--- config.mk ---
export PLATFORM = sky130hd
export DESIGN_NAME = tdm_lane_demux
export DESIGN_NICKNAME = d
export VERILOG_FILES = /design/src/rtl/tdm_pkg.sv /design/src/rtl/tdm_slot_ctr.sv /design/src/rtl/tdm_lane_demux.sv
export SDC_FILE = /design/constraint.sdc
export NUM_CORES = 1
export LEC_CHECK = 0
export CAP_MARGIN = 20
export CORE_MARGIN = 3
export CORE_UTILIZATION = 35
export DETAILED_ROUTE_END_ITERATION = 10
export HOLD_SLACK_MARGIN = 0.12
export PLACE_DENSITY = 0.7
export SLEW_MARGIN = 20
export SYNTH_ARGS = -nofsm -noshare
export SYNTH_HDL_FRONTEND = slang
export SYNTH_SLANG_ARGS = --single-unit
export TNS_END_PERCENT = 50
--- constraint.sdc ---
create_clock -name CK -period 3.02 [get_ports CK]
set_input_delay 0.453 -clock CK [delete_from_list [all_inputs] [get_ports CK]]
set_output_delay 0.453 -clock CK [all_outputs]
set_load 0.02 [all_outputs]
--- src/rtl/tdm_pkg.sv ---
// Shared definitions for the TDM lane multiplexer/demultiplexer pair.
package tdm_pkg;

    localparam int LANES_DEF = 4;
    localparam int WIDTH_DEF = 8;

    typedef enum logic {
        ST_HUNT = 1'b0,
        ST_LOCK = 1'b1
    } state_t;

    // Extracts lane k from a flattened frame bus of the default geometry.
    function automatic logic [WIDTH_DEF-1:0] lane_of(
        input logic [LANES_DEF*WIDTH_DEF-1:0] bus,
        input int                             k
    );
        return bus[k*WIDTH_DEF +: WIDTH_DEF];
    endfunction

endpackage

--- src/rtl/tdm_slot_ctr.sv ---
// Slot index counter: tracks which lane the next valid beat belongs to.
module tdm_slot_ctr
    import tdm_pkg::*;
#(
    parameter  int LANES = LANES_DEF,
    localparam int SLW   = $clog2(LANES)
) (
    input  logic           i_clk,
    input  logic           i_rst_n,
    input  logic           i_load1,
    input  logic           i_clear,
    input  logic           i_inc,
    output logic [SLW-1:0] o_sl,
    output logic           o_last
);

    localparam logic [SLW-1:0] LAST_SLOT = SLW'(LANES - 1);

    logic [SLW-1:0] r_sl;

    // Clear beats load-1 beats increment; increment wraps after the last lane.
    always_ff @(posedge i_clk or negedge i_rst_n) begin
        if (!i_rst_n) begin
            r_sl <= '0;
        end else if (i_clear) begin
            r_sl <= '0;
        end else if (i_load1) begin
            r_sl <= SLW'(1);
        end else if (i_inc) begin
            r_sl <= (r_sl == LAST_SLOT) ? '0 : r_sl + 1'b1;
        end
    end

    assign o_sl   = r_sl;
    assign o_last = (r_sl == LAST_SLOT);

endmodule

--- src/rtl/tdm_lane_demux.sv ---
// TDM receive demultiplexer: rebuilds LANES parallel words from a framed beat stream.
module tdm_lane_demux
    import tdm_pkg::*;
#(
    parameter  int LANES = LANES_DEF,
    parameter  int WIDTH = WIDTH_DEF,
    localparam int SLW   = $clog2(LANES)
) (
    input  logic                   CK,
    input  logic                   RN,
    input  logic [WIDTH-1:0]       D,
    input  logic                   DV,
    input  logic                   FS,
    input  logic                   CLR_ERR,
    output logic [LANES*WIDTH-1:0] Q,
    output logic                   QV,
    output logic [SLW-1:0]         SL,
    output logic                   LOCK,
    output logic                   ERR
);

    state_t                 r_state;
    state_t                 w_state_nxt;
    logic [WIDTH-1:0]       r_shadow [LANES-1];
    logic [LANES*WIDTH-1:0] r_q;
    logic [LANES*WIDTH-1:0] w_frame;
    logic                   r_qv;
    logic                   r_err;

    logic [SLW-1:0]         w_sl;
    logic                   w_last;
    logic                   w_load1;
    logic                   w_clear;
    logic                   w_inc;
    logic                   w_wr_en;
    logic [SLW-1:0]         w_wr_idx;
    logic                   w_publish;
    logic                   w_err_set;

    tdm_slot_ctr #(
        .LANES (LANES)
    ) u_slot_ctr (
        .i_clk   (CK),
        .i_rst_n (RN),
        .i_load1 (w_load1),
        .i_clear (w_clear),
        .i_inc   (w_inc),
        .o_sl    (w_sl),
        .o_last  (w_last)
    );

    // State register.
    always_ff @(posedge CK or negedge RN) begin
        if (!RN) begin
            r_state <= ST_HUNT;
        end else begin
            r_state <= w_state_nxt;
        end
    end

    // Framing decisions for the current beat: slot control, shadow write, publish, error.
    always_comb begin
        w_state_nxt = r_state;
        w_load1     = 1'b0;
        w_clear     = 1'b0;
        w_inc       = 1'b0;
        w_wr_en     = 1'b0;
        w_wr_idx    = w_sl;
        w_publish   = 1'b0;
        w_err_set   = 1'b0;
        if (DV) begin
            case (r_state)
                ST_HUNT: begin
                    if (FS) begin
                        w_load1     = 1'b1;
                        w_wr_en     = 1'b1;
                        w_wr_idx    = '0;
                        w_state_nxt = ST_LOCK;
                    end
                end
                ST_LOCK: begin
                    if (FS && (w_sl != '0)) begin
                        w_err_set = 1'b1;
                        w_load1   = 1'b1;
                        w_wr_en   = 1'b1;
                        w_wr_idx  = '0;
                    end else if (!FS && (w_sl == '0)) begin
                        w_err_set   = 1'b1;
                        w_clear     = 1'b1;
                        w_state_nxt = ST_HUNT;
                    end else if (w_last) begin
                        w_publish = 1'b1;
                        w_inc     = 1'b1;
                    end else begin
                        w_wr_en = 1'b1;
                        w_inc   = 1'b1;
                    end
                end
                default: w_state_nxt = ST_HUNT;
            endcase
        end
    end

    // Completed frame: stored lanes plus the final lane taken straight from the bus.
    always_comb begin
        w_frame = '0;
        for (int k = 0; k < LANES - 1; k++) begin
            w_frame[k*WIDTH +: WIDTH] = r_shadow[k];
        end
        w_frame[(LANES-1)*WIDTH +: WIDTH] = D;
    end

    // Shadow buffer collects all but the last lane of the frame in progress.
    always_ff @(posedge CK or negedge RN) begin
        if (!RN) begin
            for (int k = 0; k < LANES - 1; k++) begin
                r_shadow[k] <= '0;
            end
        end else begin
            for (int k = 0; k < LANES - 1; k++) begin
                if (w_wr_en && (w_wr_idx == SLW'(k))) begin
                    r_shadow[k] <= D;
                end
            end
        end
    end

    // Publish the frame atomically and pulse QV for one cycle.
    always_ff @(posedge CK or negedge RN) begin
        if (!RN) begin
            r_q  <= '0;
            r_qv <= 1'b0;
        end else begin
            r_qv <= w_publish;
            if (w_publish) begin
                r_q <= w_frame;
            end
        end
    end

    // Sticky framing error; a new error takes priority over a clear.
    always_ff @(posedge CK or negedge RN) begin
        if (!RN) begin
            r_err <= 1'b0;
        end else if (w_err_set) begin
            r_err <= 1'b1;
        end else if (CLR_ERR) begin
            r_err <= 1'b0;
        end
    end

    assign Q    = r_q;
    assign QV   = r_qv;
    assign SL   = w_sl;
    assign LOCK = (r_state == ST_LOCK);
    assign ERR  = r_err;

endmodule
==> PnR_summary.wiki <==
{| class="wikitable"
! Metric !! Value
|-
| Post-route ant nets || 0
|-
| Flop pwr share || 40.7%
|-
| Reg2reg end || r_shadow[20]
|-
| Clock sink count || 61
|-
| Wire length after detailed routing || 4.53 mm
|-
| Clock Root Buffer || sky130_fd_sc_hd__clkbuf_8
|-
| Setup slack after placement || 0.433 ns
|-
| Dominant synthesized flop cell || sky130_fd_sc_hd__dfrtp_1
|-
| Initial Utilization || 36.6%
|-
| Kind of critical path || reg -> reg
|-
| Leakage power summed over all cells || 1.46 nW
|-
| Global-route congestion overflow total || 0
|-
| Final Setup Violations || 0
|-
| Arrival time at the worst endpoint || 2.51 ns
|-
| Dominant cell type by area after synthesis || sky130_fd_sc_hd__dfrtp_1
|-
| Net Switching || 1.16 mW
|-
| Maximum level of the CTS H-tree || 3
|-
| Sum Neg Setup Slack || 0 ns
|-
| Number of global-route vias before repair || 1576
|-
| Hold Slack || 0.171 ns
|-
| Via count || 1468
|-
| Hold Crit Class || in -> async
|-
| Final-stage net count || 239
|-
| Iteration-0 DRC count of the detailed router || 23
|-
| Proportion of layout cells with a drive suffix above 1 || 35.3%
|-
| Final HPWL DP || 3.10 mm
|-
| Yosys top cell area share || 60.6%
|-
| Gate count of the mapped netlist || 161
|-
| Max Cap Viol || 0
|-
| CORE AREA || 6870 sq um
|-
| Post-CTS setup buffers || 0
|-
| Routed len/inst || 14.2 um
|-
| Number of top-level pins || 50
|-
| Pin count of the biggest net entering global routing || 33
|-
| Final critical-path setup slack || 0.720 ns
|-
| Placement Rows || 30
|-
| Post-synth ARST share || 100%
|-
| R2r worst-path depth || 8
|-
| Maximum vdd drop || 0.508 mV
|-
| Max Slew Vio Count || 0
|-
| Result of the run || finished clean
|-
| Relative contribution of the clock network to total power || 17.1%
|-
| Maximum count of clock buffers along a single path || 2
|-
| IO buf count || 49
|-
| Routed vias/inst || 4.59
|-
| Leading post-synthesis cells by instance count || 61 x sky130_fd_sc_hd__dfrtp_1, 52 x sky130_fd_sc_hd__mux2_2, 7 x sky130_fd_sc_hd__inv_1
|-
| Placer Congestion || 0.723
|-
| Setup slack of the worst register-to-register path || 0.72 ns
|-
| Combinational Power Share || 42.2%
|-
| Combined area of all synthesized cells || 2520 sq um
|-
| Total iterations of the first detailed-routing run || 4
|-
| Synthesis-to-layout area growth || 30.1%
|-
| Global Route Usage Sum || 12.1%
|-
| Highest clock rate || 435 MHz
|-
| Share of the yosys chip area belonging to registers || 60.6%
|-
| Count of yosys warnings during synthesis || 0
|-
| Distinct cell type count after synthesis || 25
|-
| Die height || 90.8 um
|-
| Floorplan die area || 8250 sq um
|-
| Net switching share of the total power || 33.3%
|-
| Clk Latency, worst-skew pair || 0.33 ns
|-
| Post-Syn Area per Cell || 15.6 sq um
|-
| Post-route DRC violation count || 0
|-
| Post-synthesis net count || 180
|-
| Setup skew after layout || 0.00282 ns
|-
| Pin slew with the least headroom to its limit || 0.702 ns
|-
| First-pass GRT wire length || 7.86 mm
|-
| Startpoint types || flip-flop
|-
| Number of fill cells in the layout || 624
|-
| Share of the clock period used by the worst path after layout || 76.2%
|-
| Number of flops mapped to enable cells by yosys || 0
|-
| Clock buffers created by TritonCTS || 9
|-
| Final core utilization || 47.7%
|-
| CTS tree || built
|-
| Worst R2R Start || u_slot_ctr.o_sl[0]
|-
| Worst slew margin relative to its limit || 53.2%
|-
| Hold-fix buffer count after cts || 0
|-
| Setup repair after global routing missed its margin || no
|-
| Final critical path time including I/O delays and setup || 2.30 ns
|-
| Internal || 2.33 mW
|-
| Most numerous cell in the Yosys netlist || sky130_fd_sc_hd__dfrtp_1
|-
| Dominant cells by area after synthesis || sky130_fd_sc_hd__dfrtp_1 61%, sky130_fd_sc_hd__mux2_2 23%, sky130_fd_sc_hd__ha_1 3.0%
|-
| Number of hold violations in the final report || 0
|-
| Total of flip-flops plus latches after synthesis || 61
|-
| Required time at the worst-slack endpoint || 3.23 ns
|-
| Post-CTS sizing || 0
|-
| Pwr dens || 1070 nW/um^2
|-
| Clock-pin slew on the worst setup and hold paths || 0.06 ns
|-
| Overall power consumption || 3.49 mW
|-
| Die extent in x || 90.8 um
|-
| Critical path peak fanout || 8
|-
| Antenna violations before repair || 0
|-
| Ant. Diodes || 0
|-
| Worst setup EP type || flip-flop
|}
-- cells in the final DEF, fill, tap and decap left out --
| master | synthesis | final |
|---|---|---|
| sky130_fd_sc_hd__a21oi_1 | 2 | 2 |
| sky130_fd_sc_hd__nand2_4 | 1 | 1 |
| sky130_fd_sc_hd__o21ai_0 | 1 | 1 |
| sky130_fd_sc_hd__buf_12 | 0 | 1 |
| sky130_fd_sc_hd__nand2_2 | 1 | 1 |
| sky130_fd_sc_hd__o21ba_2 | 1 | 1 |
| sky130_fd_sc_hd__a31oi_1 | 1 | 1 |
| sky130_fd_sc_hd__nand2_1 | 5 | 5 |
| sky130_fd_sc_hd__a22oi_1 | 1 | 1 |
| sky130_fd_sc_hd__mux2_1 | 1 | 1 |
| sky130_fd_sc_hd__mux2_2 | 52 | 52 |
| sky130_fd_sc_hd__clkbuf_8 | 0 | 10 |
| sky130_fd_sc_hd__nor3_1 | 1 | 1 |
| sky130_fd_sc_hd__nor3_4 | 1 | 1 |
| sky130_fd_sc_hd__clkinv_2 | 0 | 2 |
| sky130_fd_sc_hd__nand2b_4 | 1 | 1 |
| sky130_fd_sc_hd__ha_1 | 6 | 6 |
| sky130_fd_sc_hd__o211ai_1 | 2 | 2 |
| sky130_fd_sc_hd__clkdlybuf4s50_1 | 0 | 48 |
| sky130_fd_sc_hd__a21boi_0 | 1 | 1 |
| sky130_fd_sc_hd__buf_4 | 1 | 2 |
| sky130_fd_sc_hd__clkbuf_1 | 0 | 3 |
| sky130_fd_sc_hd__o2111ai_2 | 1 | 1 |
| sky130_fd_sc_hd__inv_1 | 7 | 7 |
| sky130_fd_sc_hd__o22ai_1 | 2 | 2 |
| sky130_fd_sc_hd__nor2_1 | 3 | 3 |
| sky130_fd_sc_hd__buf_2 | 0 | 1 |
| sky130_fd_sc_hd__nand3_4 | 2 | 2 |
| sky130_fd_sc_hd__dfrtp_1 | 61 | 61 |
| sky130_fd_sc_hd__mux2_4 | 3 | 3 |
-- worst max-delay path by stage --
stage / start / slack, ns / to / cells after the start
finish: u_slot_ctr.o_sl[0] / 0.72 / r_shadow[20] / 8
global route: u_slot_ctr.o_sl[0] / 0.55 / r_shadow[16] / 8
CTS: u_slot_ctr.o_sl[0] / 0.68 / r_shadow[20] / 8
detailed placement: FS / 0.43 / r_shadow[18] / 7
global placement: FS / 0.52 / r_shadow[21] / 7
floorplan: u_slot_ctr.o_sl[0] / 0.89 / r_shadow[3] / 7
-- final cells by class --
| type | count | area (sq um) | area share (%) |
|---|---|---|---|
| clock buffer | 13 | 149 | 4.55 |
| clock inverter | 2 | 10.0 | 0.306 |
| inverter | 7 | 26.3 | 0.802 |
| multi-input combinational | 89 | 923 | 28.2 |
| sequential | 61 | 1530 | 46.6 |
| tap | 96 | 120 | 3.67 |
| timing repair buffer | 52 | 520 | 15.9 |
-- layer usage --
metal	routed length, um	part of all wire (%)	global-route usage [%]	up-vias
met2	2080	46	18.9	46
met3	364	8.0	6.17	6
li1	-	-	-	687
met5	0	0	0	-
met1	2050	45	14.9	729
met4	38	0.84	3.02	0
-- sequential cells by signal (all words and copies together) (netlist names) --
register / flops
ERR: 1
r_shadow: 24
u_slot_ctr.o_sl: 2
Q: 32
QV: 1
LOCK: 1
-- cells by family after synthesis --
| kind of cell | count (synthesis) | synth area share [%] |
|---|---|---|
| and+or+nand+nor | 15 | 4.67 |
| DFF | 61 | 60.6 |
| adders and majority gates | 6 | 2.98 |
| muxes | 56 | 25.5 |
| buffers and inverters | 11 | 2.68 |
| AOI/OAI and AO/OA | 12 | 3.53 |
-- power groups by stage --
| stage | combinational, mW | sequential [mW] | clock (mW) |
|---|---|---|---|
| after floorplan | 0.652 | 1.65 | 0 |
| after global placement | 1.46 | 1.44 | 0 |
| after detailed placement | 1.49 | 1.44 | 0 |
| after CTS | 1.50 | 1.43 | 0.618 |
| after global routing | 1.59 | 1.48 | 0.653 |
| final | 1.47 | 1.42 | 0.597 |
-- metrics by stage --
step	cells	instance area, sq um
2_1_floorplan	161	2520
3_3_place_gp	305	3120
3_5_place_dp	305	3120
4_1_cts	320	3280
5_1_grt	320	3280
6_report	320	3280
-- worst max-delay path: stages (launching register included) --
cell	delay [ns]
sky130_fd_sc_hd__dfrtp_1	0.52
sky130_fd_sc_hd__inv_1	0.15
sky130_fd_sc_hd__ha_1	0.26
sky130_fd_sc_hd__inv_1	0.09
sky130_fd_sc_hd__ha_1	0.23
sky130_fd_sc_hd__nand2_1	0.07
sky130_fd_sc_hd__o211ai_1	0.11
sky130_fd_sc_hd__o2111ai_2	0.36
sky130_fd_sc_hd__mux2_2	0.39
Power figures use the tool's default switching activity.
==> patch: new RTL, config.mk and constraints unchanged <==
The package constant `WIDTH_DEF` goes from 8 to 6.
--- a/src/rtl/tdm_pkg.sv
+++ b/src/rtl/tdm_pkg.sv
@@ -2,7 +2,7 @@
 package tdm_pkg;
 
     localparam int LANES_DEF = 4;
-    localparam int WIDTH_DEF = 8;
+    localparam int WIDTH_DEF = 6;
 
     typedef enum logic {
         ST_HUNT = 1'b0,
Interface: changed (resized D and Q); port bits go from 50 to 40. The function was not compared with the original's and may differ.
==> patch against the unedited design <==
Die area fell by 21%; sequential power fell by 23%; first-iteration DRC count rose by 78%; setup slack got worse by 0.23 ns; clock skew rose by 0.0013 ns; synthesized area fell by 22%; power fell by 23%; maximum frequency fell by 9.2%; critical path depth fell by 1; cell area fell by 23%; routed wire length fell by 20%; non-clock buffer count fell by 13; sequential cell count fell by 14; critical path type unchanged; critical endpoint is now Q[18]; largest power group unchanged.
==> patch: results (changes against the unedited design) <==
Placed design
  – Port bufs: 39 (was 49)
  – Gpl congestion: 0.774 (was 0.723)
  – Post-detail-place hpwl: 2640 µm (was 3100 µm)

Final layout
  – Antenna diode count: 0 (unchanged)
  – Layout Nets: 190 (was 239)
  – Max reg flops: 24 (was 32)
  – Fraction of layout cells with a size suffix above 1: 32.4% (was 35.3%)

Global route
  – First-pass GRT wire length: 6020 µm (was 7860 µm)
  – Initial antenna violation count: 0 (unchanged)
  – Largest net degree at the start of global routing: 48 (was 33)
  – Vias in the first global route: 1284 (was 1576)
  – GRT Total Usage: 12.3% (was 12.1%)

Synth
  – Count of different cell masters after synthesis: 22 (was 25)
  – Syn_nets: 148 (was 180)
  – Warnings from Yosys: 0 (unchanged)
  – Most frequent cells after synthesis: dfrtp_1, mux2_2, inv_1, ha_1, nand2_1 (unchanged)
  – Ranking of synthesized cells by area: dfrtp_1, mux2_2, ha_1 (unchanged)
  – Seq/Total Area, Yosys: 60.1% (was 60.6%)
  – Asr flop ratio synth: 100% (unchanged)

Worst setup path
  – WP data arrival: 2.70 ns (was 2.51 ns)
  – CP max FO: 25 (was 8)
  – Setup crit end kind: flop (unchanged)

Clock network
  – Reg clk slew, reported paths: 0.08 ns (was 0.06 ns)
  – Setup repair bufs after CTS: 0 (unchanged)
  – CTS buffer count: 5 (was 9)
  – Post_cts resized: 0 (unchanged)
  – CTS Root Cell: clkbuf_8 (unchanged)
  – Clock Path Buffers: 2 (unchanged)
  – Clock H-tree levels: 2 (was 3)
  – Skew-Pair Late Insertion Delay: 0.29 ns (was 0.33 ns)

STA
  – Worst-Margin Slew: 0.830 ns (was 0.702 ns)
  – Clk_skew: 0.00407 ns (was 0.00282 ns)

Route
  – DR WL/cell: 14.8 µm (was 14.2 µm)
  – Drt initial violations: 41 (was 23)
  – Drt first pass iters: 4 (unchanged)
  – Routed vias: 1170 (was 1468)

Pwr
  – Peak VDD IR: 0.330 mV (was 0.508 mV)
  – P_leak: 0.00111 µW (was 0.00146 µW)

Hold path
  – Tightest Hold Check Type: primary input to async pin (unchanged)

Run status
  – Status: completed (unchanged)
[patch: layer usage]
layer,part of all wire [%],track usage [%]
met1,43,14.6
met2,49,20.5
met5,0,0
met4,2.1,4.56
met3,6.2,4.21
[patch: critical path, cell delays in order, from the launching register on]
cell and delay, ns:
dfrtp_1 0.45, inv_1 0.14, ha_1 0.21, inv_1 0.09, ha_1 0.23, inv_1 0.10
nand4_2 0.66, mux2_2 0.54
[patch: final cells by class]
cell class	instances	area (µm²)
timing repair buffer	39	388
tap	70	87.6
sequential	47	1180
clock inverter	1	30.0
multi-input combinational	72	727
fill	480	2760
inverter	8	30.0
clock buffer	6	72.6
[patch: logic make-up (layout without fill, tap and decap cells)]
kind of cell    after synthesis  in the layout  share of synthesized area, %
flops                        47             47                          60.1
mux                          42             42                          24.2
compound gates               13             13                          4.79
buf+inv                      12             54                          2.81
simple gates                 11             11                          4.34
fa+ha+maj                     6              6                          3.83
[patch: worst paths after layout]
| path | startpoint | endpoint | slack, ns | cells after the start |
|---|---|---|---|---|
| setup reg to reg | u_slot_ctr.o_sl[1] | Q[18] | 0.49 | 7 |
| hold / removal | RN | r_shadow[7] | 0.16 | 1 |
| max in group asynchronous | RN | Q[17] | 2.48 | 1 |
| min in group CK | r_shadow[9] | Q[9] | 0.50 | 1 |
| hold reg to reg | r_shadow[9] | Q[9] | 0.50 | 1 |
| setup / recovery | u_slot_ctr.o_sl[1] | Q[18] | 0.49 | 7 |
[patch: metrics by stage]
step | power [µW] | std cells | cell area (µm²) | setup WS, ns | hold slack [ns]
2_1_floorplan | 1780 | 131 | 1960 | 0.966 | 0.157
3_3_place_gp | 2230 | 236 | 2410 | 0.429 | 0.482
3_5_place_dp | 2290 | 236 | 2410 | 0.311 | 0.493
4_1_cts | 2720 | 243 | 2510 | 0.451 | 0.358
5_1_grt | 2860 | 243 | 2510 | 0.322 | 0.186
6_report | 2680 | 243 | 2510 | 0.488 | 0.159
[patch: report_power, final]
part / switching [µW] / internal (µW)
combinational: 534 / 626
clock: 181 / 242
sequential: 178 / 921
